$ cat config.mk
export PLATFORM = sky130hd
export DESIGN_NAME = sprite_draw_engine
export DESIGN_NICKNAME = d
export VERILOG_FILES = /design/src/rtl/sprite_draw_engine.sv
export SDC_FILE = /design/constraint.sdc
export NUM_CORES = 1
export LEC_CHECK = 0
export CAP_MARGIN = 15
export CORE_MARGIN = 2
export CORE_UTILIZATION = 39
export DETAILED_ROUTE_END_ITERATION = 8
export DONT_BUFFER_PORTS = 1
export GPL_TIMING_DRIVEN = 0
export PLACE_DENSITY = 0.52
export SYNTH_ARGS = -nofsm -noshare
export SYNTH_HDL_FRONTEND = slang
export SYNTH_SLANG_ARGS = --single-unit
$ cat constraint.sdc
create_clock -name clk -period 7.9 [get_ports clk]
set_input_delay 1.58 -clock clk [delete_from_list [all_inputs] [get_ports clk]]
set_output_delay 1.58 -clock clk [all_outputs]
set_load 0.1 [all_outputs]
$ cat src/rtl/sprite_draw_engine.sv
// sprite_draw_engine: runs the CPU's VRAM updates. It draws CHIP-8/SCHIP
// DXYN sprites as an XOR read-modify-write with collision detect, and it
// clears the whole screen. The CPU issues one command at a time and then
// waits on busy/done.
module sprite_draw_engine #(
   parameter int SCREEN_W = 128,  // pixel columns, must match 7-bit hpos
   parameter int SCREEN_H = 64,   // pixel rows, must match 6-bit vpos
   parameter bit CLIP     = 1'b1  // 1: drop pixels past right/bottom edge, 0: wrap
) (
   input  logic        clk,
   input  logic        reset,
   input  logic        start,
   input  logic        op,
   input  logic [6:0]  x,
   input  logic [5:0]  y,
   input  logic [3:0]  n,
   input  logic [11:0] i_addr,
   input  logic [1:0]  plane,
   output logic        busy,
   output logic        done,
   output logic        collision,
   output logic [11:0] ram_addr,
   input  logic [7:0]  ram_dout,
   output logic [6:0]  vram_hpos,
   output logic [5:0]  vram_vpos,
   output logic [1:0]  vram_pixeli,
   input  logic [1:0]  vram_pixelo,
   output logic        vram_we
);

   localparam logic [7:0] SCREEN_W8 = 8'(SCREEN_W);
   localparam logic [6:0] SCREEN_H7 = 7'(SCREEN_H);

   typedef enum logic [2:0] {
      S_IDLE, S_FETCH, S_FWAIT, S_SCAN, S_RD, S_WR, S_CLR, S_DONE
   } state_t;

   state_t      state, state_nx, adv_state;

   // Operands latched at command start
   logic [6:0]  x_l;
   logic [5:0]  y_l;
   logic [11:0] base_l;
   logic [1:0]  plane_l;
   logic        wide;       // 16x16 SCHIP sprite, two bytes per row
   logic [3:0]  last_row;

   // Walk position inside the sprite
   logic [3:0]  row;
   logic        byte_sel;   // which byte of a wide row
   logic [2:0]  bit_idx;    // column inside the current byte
   logic [7:0]  shreg;      // current sprite byte, MSB is the pixel under scan
   logic [1:0]  old;        // pixel value read back before the XOR write
   logic [12:0] clr_cnt;    // {vpos, hpos} during a clear

   logic [7:0]  px_full;
   logic [6:0]  py_full;
   logic        clipped, hit, last_bit, advance;

   // Pixel coordinates under scan, clip test, and where the walk goes next
   always_comb begin
      px_full  = {1'b0, x_l} + {4'd0, byte_sel, bit_idx};
      py_full  = {1'b0, y_l} + {3'd0, row};
      clipped  = CLIP && ((px_full >= SCREEN_W8) || (py_full >= SCREEN_H7));
      hit      = shreg[7] && !clipped;
      last_bit = (bit_idx == 3'd7);
      advance  = ((state == S_SCAN) && !hit) || (state == S_WR);
      if (!last_bit)
         adv_state = S_SCAN;
      else if (wide && !byte_sel)
         adv_state = S_FETCH;
      else if (row == last_row)
         adv_state = S_DONE;
      else
         adv_state = S_FETCH;
   end

   // State register
   always_ff @(posedge clk or posedge reset) begin
      // NOTE: sequential state always uses non-blocking assignments so every
      // flop samples the pre-edge values, regardless of statement order.
      if (reset)
         state <= S_IDLE;
      else
         state <= state_nx;
   end

   // Next-state logic
   always_comb begin
      // NOTE: the default first means every path assigns state_nx, so no
      // latch can be inferred when a case arm leaves it untouched.
      state_nx = state;
      case (state)
         S_IDLE:  if (start) state_nx = op ? S_CLR : S_FETCH;
         S_FETCH: state_nx = S_FWAIT;
         S_FWAIT: state_nx = S_SCAN;
         S_SCAN:  state_nx = hit ? S_RD : adv_state;
         S_RD:    state_nx = S_WR;
         S_WR:    state_nx = adv_state;
         S_CLR:   if (clr_cnt == 13'h1fff) state_nx = S_DONE;
         S_DONE:  state_nx = S_IDLE;
         default: state_nx = S_IDLE;
      endcase
   end

   // RAM and VRAM port drive; address stays put from SCAN through WR
   always_comb begin
      ram_addr    = 12'd0;
      vram_hpos   = 7'd0;
      vram_vpos   = 6'd0;
      vram_pixeli = 2'b00;
      vram_we     = 1'b0;
      case (state)
         S_FETCH: ram_addr = wide ? base_l + {7'd0, row, byte_sel}
                                  : base_l + {8'd0, row};
         S_SCAN, S_RD: begin
            vram_hpos = px_full[6:0];
            vram_vpos = py_full[5:0];
         end
         S_WR: begin
            vram_hpos   = px_full[6:0];
            vram_vpos   = py_full[5:0];
            vram_pixeli = old ^ plane_l;
            vram_we     = 1'b1;
         end
         S_CLR: begin
            vram_hpos = clr_cnt[6:0];
            vram_vpos = clr_cnt[12:7];
            vram_we   = 1'b1;
         end
         default: ;
      endcase
   end

   // Operand latch, sprite walk, collision and handshake registers
   always_ff @(posedge clk or posedge reset) begin
      if (reset) begin
         x_l       <= '0;
         y_l       <= '0;
         base_l    <= '0;
         plane_l   <= '0;
         wide      <= 1'b0;
         last_row  <= '0;
         row       <= '0;
         byte_sel  <= 1'b0;
         bit_idx   <= '0;
         shreg     <= '0;
         old       <= '0;
         clr_cnt   <= '0;
         busy      <= 1'b0;
         done      <= 1'b0;
         collision <= 1'b0;
      end else begin
         done <= 1'b0;
         case (state)
            S_IDLE: if (start) begin
               x_l      <= x;
               y_l      <= y;
               base_l   <= i_addr;
               plane_l  <= plane;
               wide     <= (n == 4'd0);
               last_row <= (n == 4'd0) ? 4'd15 : n - 4'd1;
               row      <= '0;
               byte_sel <= 1'b0;
               bit_idx  <= '0;
               clr_cnt  <= '0;
               busy     <= 1'b1;
               // Only a draw resets VF; a clear leaves it as it was
               if (!op) collision <= 1'b0;
            end
            S_FWAIT: shreg <= ram_dout;
            S_RD:    old   <= vram_pixelo;
            S_WR:    if ((old & plane_l) != 2'b00) collision <= 1'b1;
            S_CLR:   clr_cnt <= clr_cnt + 13'd1;
            S_DONE: begin
               busy <= 1'b0;
               done <= 1'b1;
            end
            default: ;
         endcase
         if (advance) begin
            shreg   <= {shreg[6:0], 1'b0};
            bit_idx <= bit_idx + 3'd1;
            if (last_bit) begin
               if (wide && !byte_sel) begin
                  byte_sel <= 1'b1;
               end else begin
                  byte_sel <= 1'b0;
                  row      <= row + 4'd1;
               end
            end
         end
      end
   end

endmodule

==> run_results.csv <==
group,metric,value,unit
logic_synthesis,synth.yosys.seq_area_share,42.8,%
setup_path,cp-start-kind,"register",
global_routing,first_global_vias,3322,
global_routing,grt_max_degree,44,
detailed_routing,drc,0,
detailed_routing,routed_wl,10.0,mm
sta,hold_viol_final,0,
global_routing,grt_first_pass_wirelength,16.7,mm
sta,setup_viol,0,
global_routing,grt_overflow,0,
clock_network,post-cts-setup-buffers,0,
logic_synthesis,synth.largest_area_cell,"dfrtp_1",
die,fp.dieW,106,microns
clock_network,cts_hold_buf,0,
global_routing,track_usage,19.2,%
die,dieArea,11200,sq um
placed_design,gp_congestion,0.789,
power,switching_share,53.2,%
job,cap_violations,0,
sta,max-slew-margin-rel,21.3,%
logic_synthesis,netlist_area,4040,sq um
power,internal_power,0.000972,W
detailed_routing,drt_iter0_drc,103,
logic_synthesis,ys.flop_type,"dfrtp_1",
sta,rsz0062_at_grt,"false",
setup_path,cp_common_cell,"a21oi_1",
clock_network,clkTransAtPathRegs,0.08,ns
placed_design,io_buffer_count,0,
power,pwr-share-seq,32.0,%
logic_synthesis,ys_ff_latch,69,
final_layout,sequential_cell_area,1730,sq um
power,cellLeakagePower,2.12,nW
placed_design,hpwl,7.51,mm
sta,finalCritPeriodShare,65.0,%
detailed_routing,via_count,3188,
die,ioPinCount,76,
clock_network,numCtsBuffers,9,
clock_network,cts_root_buffer,"clkbuf_8",
setup_path,path_delay_family,"simple AND/OR/NAND/NOR gates",
power,peakVddDrop,0.144,mV
logic_synthesis,synth_edf_count,0,
die,core_area,10200,sq um
clock_network,tritoncts,"built",
logic_synthesis,synth_top_area_share,42.8,%
setup_path,criticalPathCategory,"reg -> out",
clock_network,h-tree-depth,3,
setup_path,crit_path_end_kind,"output pin",
clock_network,cts_resized,0,
logic_synthesis,netlist_instances,449,
die,start_util,39.6,%
final_layout,num_antenna_cells,0,
power,power.density,464,nW/um^2
status,status,"completed",
clock_network,clkSinkCount,69,
sta,timing.hold.ws,0.484,ns
final_layout,multi_input_area,2180,sq um
setup_path,crit_arrival,3.56,ns
setup_path,r2r_start,"row[0]$_DFF_PP0_",
die,dieHeight,106,microns
logic_synthesis,synth-async-reset-ratio,100,%
logic_synthesis,synth_common_cells,"nand2_1 (107), dfrtp_1 (69), o21ai_0 (35)",
final_layout,area_delta_synth_final,10.7,%
logic_synthesis,yosysMostFrequentCell,"nand2_1",
logic_synthesis,ys_types,47,
setup_path,slowest_stage,"nor2_2",
sta,finalCriticalPeriod,5.14,ns
setup_path,cp_num_buf_inv,1,
detailed_routing,vias_per_cell,5.30,
final_layout,drive_gt1_share,10.1,%
global_routing,antenna_found_initial,0,
detailed_routing,first_pass_iters,4,
setup_path,critPathLaunch,"wide$_DFFE_PP0P_",
sta,setup_tns,0,ns
logic_synthesis,synthTopCellsByArea,"dfrtp_1 (43%), nand2_1 (10%), ha_1 (6.2%)",
final_layout,finalNetCount,529,
setup_path,path_max_fanout,7,
clock_network,insertion_delay,0.36,ns
min_path,hp-class,"reg -> reg",
setup_path,path_cells,"clkbuf_1 > mux2_2 > ha_1 > fa_1 > a21oi_1 > o21bai_1 > a21oi_1 > nor3_1 > xnor2_1 > nor2_2",
setup_path,critPathRequiredTime,6.32,ns
die,rows,37,
sta,max_freq,195,MHz
power,switchingPower,0.00110,W
clock_network,clock_path_buffers,2,
logic_synthesis,syn_nets,517,
sta,clock_skew,0.00726,ns
setup_path,slowest_delay,0.81,ns
power,pwr-share-clk,15.1,%
detailed_routing,avgRoutedWirePerCell,16.6,microns
power,pwr-share-comb,52.9,%
logic_synthesis,ys_warn_count,0,
min_path,hp-start,"shreg[2]$_DFFE_PP0P_",
detailed_routing,drtAntennaViolNets,0,
sta,slew_viol_final,0,
logic_synthesis,synth.avg_cell_area,8.99,sq um
final_layout,fillerInstances,1042,
sta,tightest_slew,1.18,ns
[logic make-up after synthesis]
family / count (synthesis) / share of synthesized area (%)
compound gates: 105 / 17.5
fa+ha+maj: 23 / 7.69
flops: 69 / 42.8
xor+xnor: 24 / 5.21
simple gates: 184 / 20.3
mux: 10 / 2.67
buf+inv: 34 / 3.84
[layout make-up]
cell class,count,area share (%)
repair buffers,1,0.616
multi-input cells,346,48.8
plain buffers,21,2.38
clock buffers,11,2.94
flip-flops and latches,69,38.6
clock inverters,5,1.68
inverters,13,1.15
well taps,136,3.81
[cell usage in the layout (no fill, tap or decap), types with 4 or more instances in the layout]
cell / synthesis / routed
clkbuf_1: 17 / 19
o21ai_0: 35 / 35
ha_1: 20 / 20
nand2_1: 107 / 107
nand3_1: 11 / 11
nor2b_1: 4 / 4
mux2_2: 6 / 6
nor2_1: 25 / 16
xor2_1: 8 / 8
a22o_2: 5 / 5
dfrtp_1: 69 / 69
a22o_1: 15 / 15
clkbuf_8: 0 / 9
a31oi_1: 4 / 4
mux2i_1: 4 / 4
inv_1: 13 / 12
a21oi_1: 13 / 12
and3_1: 7 / 7
a21o_1: 14 / 14
nor2_2: 0 / 9
nor3_1: 6 / 6
o211ai_1: 4 / 4
xnor2_1: 16 / 16
nand4_1: 4 / 4
[power groups by stage]
stage	clock (W)	combinational, W	sequential [W]
2_1_floorplan	0	0.000943	0.000632
5_1_grt	0.000339	0.00120	0.000686
3_5_place_dp	0	0.00110	0.000670
4_1_cts	0.000325	0.00111	0.000665
6_report	0.000313	0.00110	0.000664
3_3_place_gp	0	0.00107	0.000666
[final timing paths]
kind | depth (start not counted) | end | slack (ns)
min in group asynchronous | 1 | shreg[3]$_DFFE_PP0P_ | 1.08
worst max-delay path | 10 | ram_addr[10] | 2.76
worst max register to register | 9 | shreg[4]$_DFFE_PP0P_ | 5.09
worst min-delay path | 1 | shreg[2]$_DFFE_PP0P_ | 0.48
worst min register to register | 1 | shreg[2]$_DFFE_PP0P_ | 0.48
max in group asynchronous | 2 | y_l[3]$_DFFE_PP0P_ | 6.28
[through the flow]
| step | setup slack [ns] | std cells | cell area [sq um] | total power, W | utilization (%) |
|---|---|---|---|---|---|
| 6_report | 2.76 | 602 | 4470 | 0.00208 | 43.9 |
| 5_1_grt | 2.58 | 602 | 4470 | 0.00222 | 43.9 |
| 4_1_cts | 2.76 | 602 | 4470 | 0.00210 | 43.9 |
| 3_5_place_dp | 3.18 | 586 | 4260 | 0.00177 | 41.9 |
| 3_3_place_gp | 2.76 | 585 | 4210 | 0.00174 | 41.3 |
| 2_1_floorplan | 2.92 | 449 | 4040 | 0.00158 | - |
[state kept, by name, indices dropped and copies added (netlist names)]
signal	cells
plane_l	2
x_l	7
state	3
row	4
last_row	4
shreg	8
clr_cnt	13
base_l	12
done	1
bit_idx	3
old	2
collision	1
byte_sel	1
busy	1
wide	1
y_l	6
[layer usage]
metal | part of all wire (%) | global-route usage, % | vias up | wire length [microns]
met3 | 5.0 | 4.39 | 13 | 502
met2 | 48 | 31.4 | 73 | 4760
met5 | 0 | 0 | - | 0
met1 | 45 | 24.4 | 1522 | 4540
li1 | - | - | 1580 | -
met4 | 2.0 | 8.55 | 0 | 201
(Power assumes the default switching activity.)
